$ cat src/rtl/weight_dispatch_if.sv
// Signal bundle linking the weight dispatcher, its controller and the weight RAM.
// WEIGHT_DISPATCH_BROADCAST_EN adds the broadcast request line.
interface weight_dispatch_if #(
   parameter int NUM_UNITS = 4,
   parameter int DATA_W    = 8,
   parameter int ADDR_W    = 8
);
   logic                        start;
   logic [ADDR_W-1:0]           base_addr;
   logic [ADDR_W-1:0]           ram_addr;
   logic                        ram_rd;
   logic [DATA_W-1:0]           ram_out;
   logic [NUM_UNITS*DATA_W-1:0] weight_bus;
   logic [NUM_UNITS-1:0]        write_bus;
   logic                        busy;
   logic                        done;

`ifdef WEIGHT_DISPATCH_BROADCAST_EN
   logic                        broadcast;

   modport master (
      output start, base_addr, broadcast, ram_out,
      input  ram_addr, ram_rd, weight_bus, write_bus, busy, done
   );
   modport slave (
      input  start, base_addr, broadcast, ram_out,
      output ram_addr, ram_rd, weight_bus, write_bus, busy, done
   );
`else
   modport master (
      output start, base_addr, ram_out,
      input  ram_addr, ram_rd, weight_bus, write_bus, busy, done
   );
   modport slave (
      input  start, base_addr, ram_out,
      output ram_addr, ram_rd, weight_bus, write_bus, busy, done
   );
`endif
endinterface

$ cat src/rtl/weight_dispatch.sv
// Sequences a NUM_UNITS*WPU weight block out of RAM and strobes each weight into its neuron unit.
// Optional WEIGHT_DISPATCH_BROADCAST_EN: a latched broadcast request sends WPU weights to all units.
module weight_dispatch #(
   parameter int NUM_UNITS = 4,
   parameter int DATA_W    = 8,
   parameter int WPU       = 16,
   parameter int ADDR_W    = 8
) (
   input  logic             CLOCK,
   input  logic             RESET,
   weight_dispatch_if.slave bus
);
   localparam int TOTAL = NUM_UNITS * WPU;
   localparam int K_W   = $clog2(TOTAL + 1);
   localparam int C_W   = $clog2(WPU + 1);
   localparam int U_W   = $clog2(NUM_UNITS + 1);

   typedef enum logic [1:0] {S_IDLE, S_ISSUE, S_DRAIN, S_DONE} state_t;

   state_t                      state_q, state_d;
   logic [ADDR_W-1:0]           base_q, base_d;
   logic [K_W-1:0]              k_q, k_d;
   logic [C_W-1:0]              cnt_q, cnt_d;
   logic [U_W-1:0]              u_q, u_d;
   logic                        drain_q, drain_d;
   logic                        bcast;
   logic [K_W-1:0]              last_k;

   logic                        vld1_q;
   logic [U_W-1:0]              tag1_q;
   logic [NUM_UNITS*DATA_W-1:0] weight_q, weight_d;
   logic [NUM_UNITS-1:0]        write_q, write_d;

`ifdef WEIGHT_DISPATCH_BROADCAST_EN
   logic bcast_q, bcast_d;
   assign bcast = bcast_q;
`else
   assign bcast = 1'b0;
`endif

   assign last_k = bcast ? K_W'(WPU - 1) : K_W'(TOTAL - 1);

   always_comb begin
      state_d = state_q;
      base_d  = base_q;
      k_d     = k_q;
      cnt_d   = cnt_q;
      u_d     = u_q;
      drain_d = drain_q;
`ifdef WEIGHT_DISPATCH_BROADCAST_EN
      bcast_d = bcast_q;
`endif
      case (state_q)
         S_IDLE: begin
            if (bus.start) begin
               base_d  = bus.base_addr;
               k_d     = '0;
               cnt_d   = '0;
               u_d     = '0;
               state_d = S_ISSUE;
`ifdef WEIGHT_DISPATCH_BROADCAST_EN
               bcast_d = bus.broadcast;
`endif
            end
         end
         S_ISSUE: begin
            k_d     = k_q + 1'b1;
            drain_d = 1'b0;
            if (cnt_q == C_W'(WPU - 1)) begin
               cnt_d = '0;
               u_d   = u_q + 1'b1;
            end else begin
               cnt_d = cnt_q + 1'b1;
            end
            if (k_q == last_k) state_d = S_DRAIN;
         end
         S_DRAIN: begin
            drain_d = 1'b1;
            if (drain_q) state_d = S_DONE;
         end
         default: state_d = S_IDLE;
      endcase
   end

   // Second pipeline stage: RAM data lands on the tagged slot one cycle after it returns.
   genvar gi;
   generate
      for (gi = 0; gi < NUM_UNITS; gi++) begin : g_slot
         logic hit;
         assign hit                            = vld1_q && (bcast || (tag1_q == U_W'(gi)));
         assign write_d[gi]                    = hit;
         assign weight_d[gi*DATA_W +: DATA_W]  = hit ? bus.ram_out : '0;
      end
   endgenerate

   always_ff @(posedge CLOCK) begin
      if (RESET) begin
         state_q  <= S_IDLE;
         base_q   <= '0;
         k_q      <= '0;
         cnt_q    <= '0;
         u_q      <= '0;
         drain_q  <= 1'b0;
         vld1_q   <= 1'b0;
         tag1_q   <= '0;
         weight_q <= '0;
         write_q  <= '0;
`ifdef WEIGHT_DISPATCH_BROADCAST_EN
         bcast_q  <= 1'b0;
`endif
      end else begin
         state_q  <= state_d;
         base_q   <= base_d;
         k_q      <= k_d;
         cnt_q    <= cnt_d;
         u_q      <= u_d;
         drain_q  <= drain_d;
         vld1_q   <= (state_q == S_ISSUE);
         tag1_q   <= u_q;
         weight_q <= weight_d;
         write_q  <= write_d;
`ifdef WEIGHT_DISPATCH_BROADCAST_EN
         bcast_q  <= bcast_d;
`endif
      end
   end

   assign bus.ram_rd     = (state_q == S_ISSUE);
   assign bus.ram_addr   = bus.ram_rd ? base_q + ADDR_W'(k_q) : '0;
   assign bus.busy       = (state_q == S_ISSUE) || (state_q == S_DRAIN);
   assign bus.done       = (state_q == S_DONE);
   assign bus.weight_bus = weight_q;
   assign bus.write_bus  = write_q;
endmodule

$ cat src/flat_wrapper.sv
// flat-port wrapper written by rule: the top's interface ports become plain ports
module weight_dispatch_flat 
#(
   parameter int NUM_UNITS = 4,
   parameter int DATA_W    = 8,
   parameter int WPU       = 16,
   parameter int ADDR_W    = 8
)
  (CLOCK, RESET, bus_start, bus_base_addr, bus_ram_out, bus_ram_addr, bus_ram_rd, bus_weight_bus, bus_write_bus, bus_busy, bus_done);
  weight_dispatch_if #(.NUM_UNITS(NUM_UNITS), .DATA_W(DATA_W), .ADDR_W(ADDR_W)) bus_i ();
  input  logic CLOCK;
  input  logic RESET;
  input wire logic [$bits(bus_i.start)-1:0] bus_start;
  input wire logic [$bits(bus_i.base_addr)-1:0] bus_base_addr;
  input wire logic [$bits(bus_i.ram_out)-1:0] bus_ram_out;
  output wire logic [$bits(bus_i.ram_addr)-1:0] bus_ram_addr;
  output wire logic [$bits(bus_i.ram_rd)-1:0] bus_ram_rd;
  output wire logic [$bits(bus_i.weight_bus)-1:0] bus_weight_bus;
  output wire logic [$bits(bus_i.write_bus)-1:0] bus_write_bus;
  output wire logic [$bits(bus_i.busy)-1:0] bus_busy;
  output wire logic [$bits(bus_i.done)-1:0] bus_done;
  assign bus_i.start = bus_start;
  assign bus_i.base_addr = bus_base_addr;
  assign bus_i.ram_out = bus_ram_out;
  assign bus_ram_addr = bus_i.ram_addr;
  assign bus_ram_rd = bus_i.ram_rd;
  assign bus_weight_bus = bus_i.weight_bus;
  assign bus_write_bus = bus_i.write_bus;
  assign bus_busy = bus_i.busy;
  assign bus_done = bus_i.done;
  weight_dispatch #(.NUM_UNITS(NUM_UNITS), .DATA_W(DATA_W), .WPU(WPU), .ADDR_W(ADDR_W)) u_core (.CLOCK(CLOCK), .RESET(RESET), .bus(bus_i));
endmodule
$ cat config.mk
export PLATFORM = sky130hd
export DESIGN_NAME = weight_dispatch_flat
export DESIGN_NICKNAME = d
export VERILOG_FILES = /design/src/rtl/weight_dispatch_if.sv /design/src/rtl/weight_dispatch.sv /design/src/flat_wrapper.sv
export SDC_FILE = /design/constraint.sdc
export NUM_CORES = 1
export LEC_CHECK = 0
export ABC_CLOCK_PERIOD_IN_PS = 2750
export CORE_UTILIZATION = 49
export CTS_BUF_LIST = sky130_fd_sc_hd__clkbuf_4 sky130_fd_sc_hd__clkbuf_8
export CTS_CLUSTER_SIZE = 16
export DETAILED_ROUTE_END_ITERATION = 12
export GPL_TIMING_DRIVEN = 0
export PLACE_DENSITY = 0.86
export SLEW_MARGIN = 20
export SYNTH_ARGS = -nofsm -noshare
export SYNTH_HDL_FRONTEND = slang
export SYNTH_SLANG_ARGS = --single-unit
$ cat constraint.sdc
create_clock -name CLOCK -period 2.75 [get_ports CLOCK]
set_input_delay 0.4125 -clock CLOCK [delete_from_list [all_inputs] [get_ports CLOCK]]
set_output_delay 0.4125 -clock CLOCK [all_outputs]
set_load 0.02 [all_outputs]
==> impl_metrics.env <==
export IMPL_gr_total_overflow=0
export IMPL_die_h_um=77.1
export IMPL_critPathSlowestCell="fa_1"
export IMPL_syn_nets=310
export IMPL_worst_pin_slew_ns=0.497
export IMPL_h_tree_depth=3
export IMPL_required_ns=2.34
export IMPL_power_leakage_nw=1.49
export IMPL_crit_reg2reg_launch="u_core.state_q[0]"
export IMPL_cts_tree="done"
export IMPL_io_buffers=65
export IMPL_rows=26
export IMPL_synth_edff_count=0
export IMPL_drv_cap=0
export IMPL_fin_ws_ns=0.124
export IMPL_hp_start="u_core.base_q[4]"
export IMPL_synth_avg_cell_area_um2=10.0
export IMPL_yosysWarnings=0
export IMPL_numCtsBuffers=9
export IMPL_setup_violations=0
export IMPL_cp_data_arrival_time_ns=2.21
export IMPL_ys_seq_area_share_pct=47.8
export IMPL_hp_class="flip-flop to flip-flop"
export IMPL_crit_chain="ha_2 -> fa_1 -> a21oi_2 -> a2bb2oi_2 -> and3_1 -> clkdlybuf4s15_1"
export IMPL_num_fill_cells=409
export IMPL_pin_count=66
export IMPL_vdd_drop_max_mv=0.667
export IMPL_synth_seq_cells=66
export IMPL_grt_pass1_wl_um=10300
export IMPL_cts_hold_buf=0
export IMPL_synth_top_area_share_pct=47.8
export IMPL_rsz0062_at_grt="no"
export IMPL_cts_setup_buffers=0
export IMPL_routed_wl_um=6150
export IMPL_mappedNetlistArea_um2=2760
export IMPL_dr_pass1_iters=4
export IMPL_antenna_found_initial=0
export IMPL_avgRoutedWirePerCell_um=14.4
export IMPL_finalHoldViolCount=0
export IMPL_clk_latency_ns=0.33
export IMPL_hold_slack_ns=0.462
export IMPL_start_util_pct=52.4
export IMPL_clock_root_buffer="clkbuf_8"
export IMPL_drtIter0Drc=114
export IMPL_period_needed_ns=2.63
export IMPL_startpoint="u_core.k_q[0]"
export IMPL_synth_cell_types=53
export IMPL_coreArea_um2=5270
export IMPL_crit_path_start_kind="flip-flop"
export IMPL_drv_slew=0
export IMPL_cp_end_kind="output pin"
export IMPL_grt_usage_pct=22.2
export IMPL_drive_above_1_share_pct=13.7
export IMPL_critical_path_top_delay_family="adder cells"
export IMPL_cp_max_fo=6
export IMPL_finalCritPeriodShare_pct=95.5
export IMPL_crit_type="flip-flop to output pin"
export IMPL_powerDensity_nw_per_um2=704
export IMPL_syn_inst=276
export IMPL_synthArstFlopShare_pct=0
export IMPL_cts_buffer_depth=2
export IMPL_synth_largest_area_cell="dfxtp_1"
export IMPL_finalNetCount=386
export IMPL_synthToLayoutAreaGrowth_pct=33.7
export IMPL_route_vias_total=2253
export IMPL_cts_sinks=66
export IMPL_max_stage_delay_ns=0.41
export IMPL_crit_buf_inv=1
export IMPL_grt_pass1_vias=2177
export IMPL_place_gp_congestion=0.812
export IMPL_ys_flop_type="dfxtp_1"
export IMPL_timing_fmax_mhz=381
export IMPL_antenna_left=0
export IMPL_die_w_um=77.1
export IMPL_skew_ns=0.00590
export IMPL_drcViolationCount=0
export IMPL_cts_clk_slew_worst_paths_ns=0.07
export IMPL_grt_max_degree=12
export IMPL_viasPerCell=5.28
export IMPL_status="complete, no violations"
export IMPL_fin_util_pct=70.0
export IMPL_slew_headroom_pct=66.6
export IMPL_synth_top_cells_by_area="dfxtp_1, and2_1, ha_1"
export IMPL_die_area_um2=5940
export IMPL_antenna_cells=0
export IMPL_pre_cts_ws_ns=-0.0376
export IMPL_hpwl_um=4320
==> worst paths after layout <==
path                       to  depth (start not counted)  slack, ns
min          u_core.base_q[4]                          2       0.46
max reg2reg   u_core.cnt_q[3]                          8       1.07
min reg2reg  u_core.base_q[4]                          2       0.46
max           bus_ram_addr[4]                          6       0.12
==> cell families after synthesis <==
logic type,count (synthesis),share of synthesized area [%]
flops,66,47.8
xor+xnor,5,1.59
mux,7,2.76
buf+inv,15,3.04
fa+ha+maj,15,7.07
compound gates,50,11.9
simple gates,118,25.8
==> placed cells by master, fill, tap and decap left out, types with 3 or more instances in the layout <==
| cell type | count |
|---|---|
| nand2_1 | 22 |
| mux2i_1 | 4 |
| o22ai_1 | 3 |
| clkdlybuf4s50_1 | 59 |
| nand2b_1 | 9 |
| inv_1 | 5 |
| clkbuf_8 | 10 |
| nor2_1 | 14 |
| nand3_1 | 13 |
| nor4_4 | 3 |
| buf_2 | 4 |
| nor2b_1 | 6 |
| or3_1 | 3 |
| a21oi_2 | 3 |
| a31o_2 | 3 |
| ha_1 | 13 |
| dfxtp_1 | 64 |
| xor2_1 | 4 |
| o21ai_0 | 6 |
| a21oi_1 | 16 |
| dlygate4sd2_1 | 3 |
| clkinv_2 | 3 |
| and2_1 | 34 |
==> area by class of cell <==
class / instances / area (um2) / area share (%)
buffer: 9 / 61.3 / 1.66
clock buffer: 11 / 145 / 3.93
clock inverter: 5 / 30.0 / 0.814
inverter: 6 / 25.0 / 0.678
multi-input combinational: 195 / 1370 / 37.2
sequential: 66 / 1320 / 35.9
tap: 70 / 87.6 / 2.37
timing repair buffer: 65 / 644 / 17.5
==> flip-flops by register name, indices dropped and copies added (netlist names) <==
signal and cells:
u_core.tag1_q 3, u_core.base_q 8, u_core.drain_q 1, u_core.cnt_q 5, u_core.bus.write_bus 4, u_core.state_q 2
u_core.u_q 3, u_core.k_q 7, u_core.bus.weight_bus 32, u_core.vld1_q 1
==> metrics by stage <==
step,power (W),cells,setup TNS [ns],area (um2)
2_1_floorplan,0.00165,276,0,2760
3_3_place_gp,0.00187,411,0,3500
3_5_place_dp,0.00189,411,-0.0730,3500
4_1_cts,0.00260,427,-0.0490,3680
5_1_grt,0.00275,427,0,3690
6_report,0.00260,427,0,3690
==> cells in the mapped netlist (4+ instances only) <==
| master | number |
|---|---|
| buf_2 | 5 |
| nand3_1 | 13 |
| ha_1 | 14 |
| inv_1 | 5 |
| and2_1 | 34 |
| nand2b_1 | 9 |
| dfxtp_1 | 66 |
| nor2b_1 | 6 |
| nand2_1 | 22 |
| xor2_1 | 4 |
| mux2i_1 | 4 |
| a21oi_1 | 17 |
| o21ai_0 | 7 |
| nor2_1 | 14 |
==> worst reg2reg max path: cells and delay by family, from the launching register on <==
family | cells | cell delay [ns]
buffers and inverters | 3 | 0.45
AND/OR/NAND/NOR | 2 | 0.10
flip-flops | 1 | 0.37
adder cells (fa/ha/maj) | 1 | 0.22
AO/OA/AOI/OAI | 1 | 0.13
multiplexers | 1 | 0.31
==> metal layers <==
| metal | global-route usage, % | share of wire [%] | vias up |
|---|---|---|---|
| met3 | 6.43 | 5.3 | 13 |
| met5 | 0 | 0 | - |
| met2 | 37.0 | 48 | 81 |
| met4 | 8.68 | 1.6 | 0 |
| met1 | 26.9 | 45 | 1044 |
| li1 | - | - | 1115 |
==> what timing repair did <==
item | CTS | global route
pin swaps | 1 | 2
endpoints found under the setup margin | 5 | 7
gates resized for setup | 8 | 9
==> where the power goes <==
part / leakage, nW / internal (W) / switching [W] / total [W]
Sequential: 0.535 / 0.00103 / 0.0000552 / 0.00108
Clock: 0.0885 / 0.000357 / 0.000358 / 0.000715
Combinational: 0.868 / 0.000339 / 0.000460 / 0.000799
Total: 1.49 / 0.00172 / 0.000873 / 0.00260
Note: power is estimated with default switching activity, not from simulation.
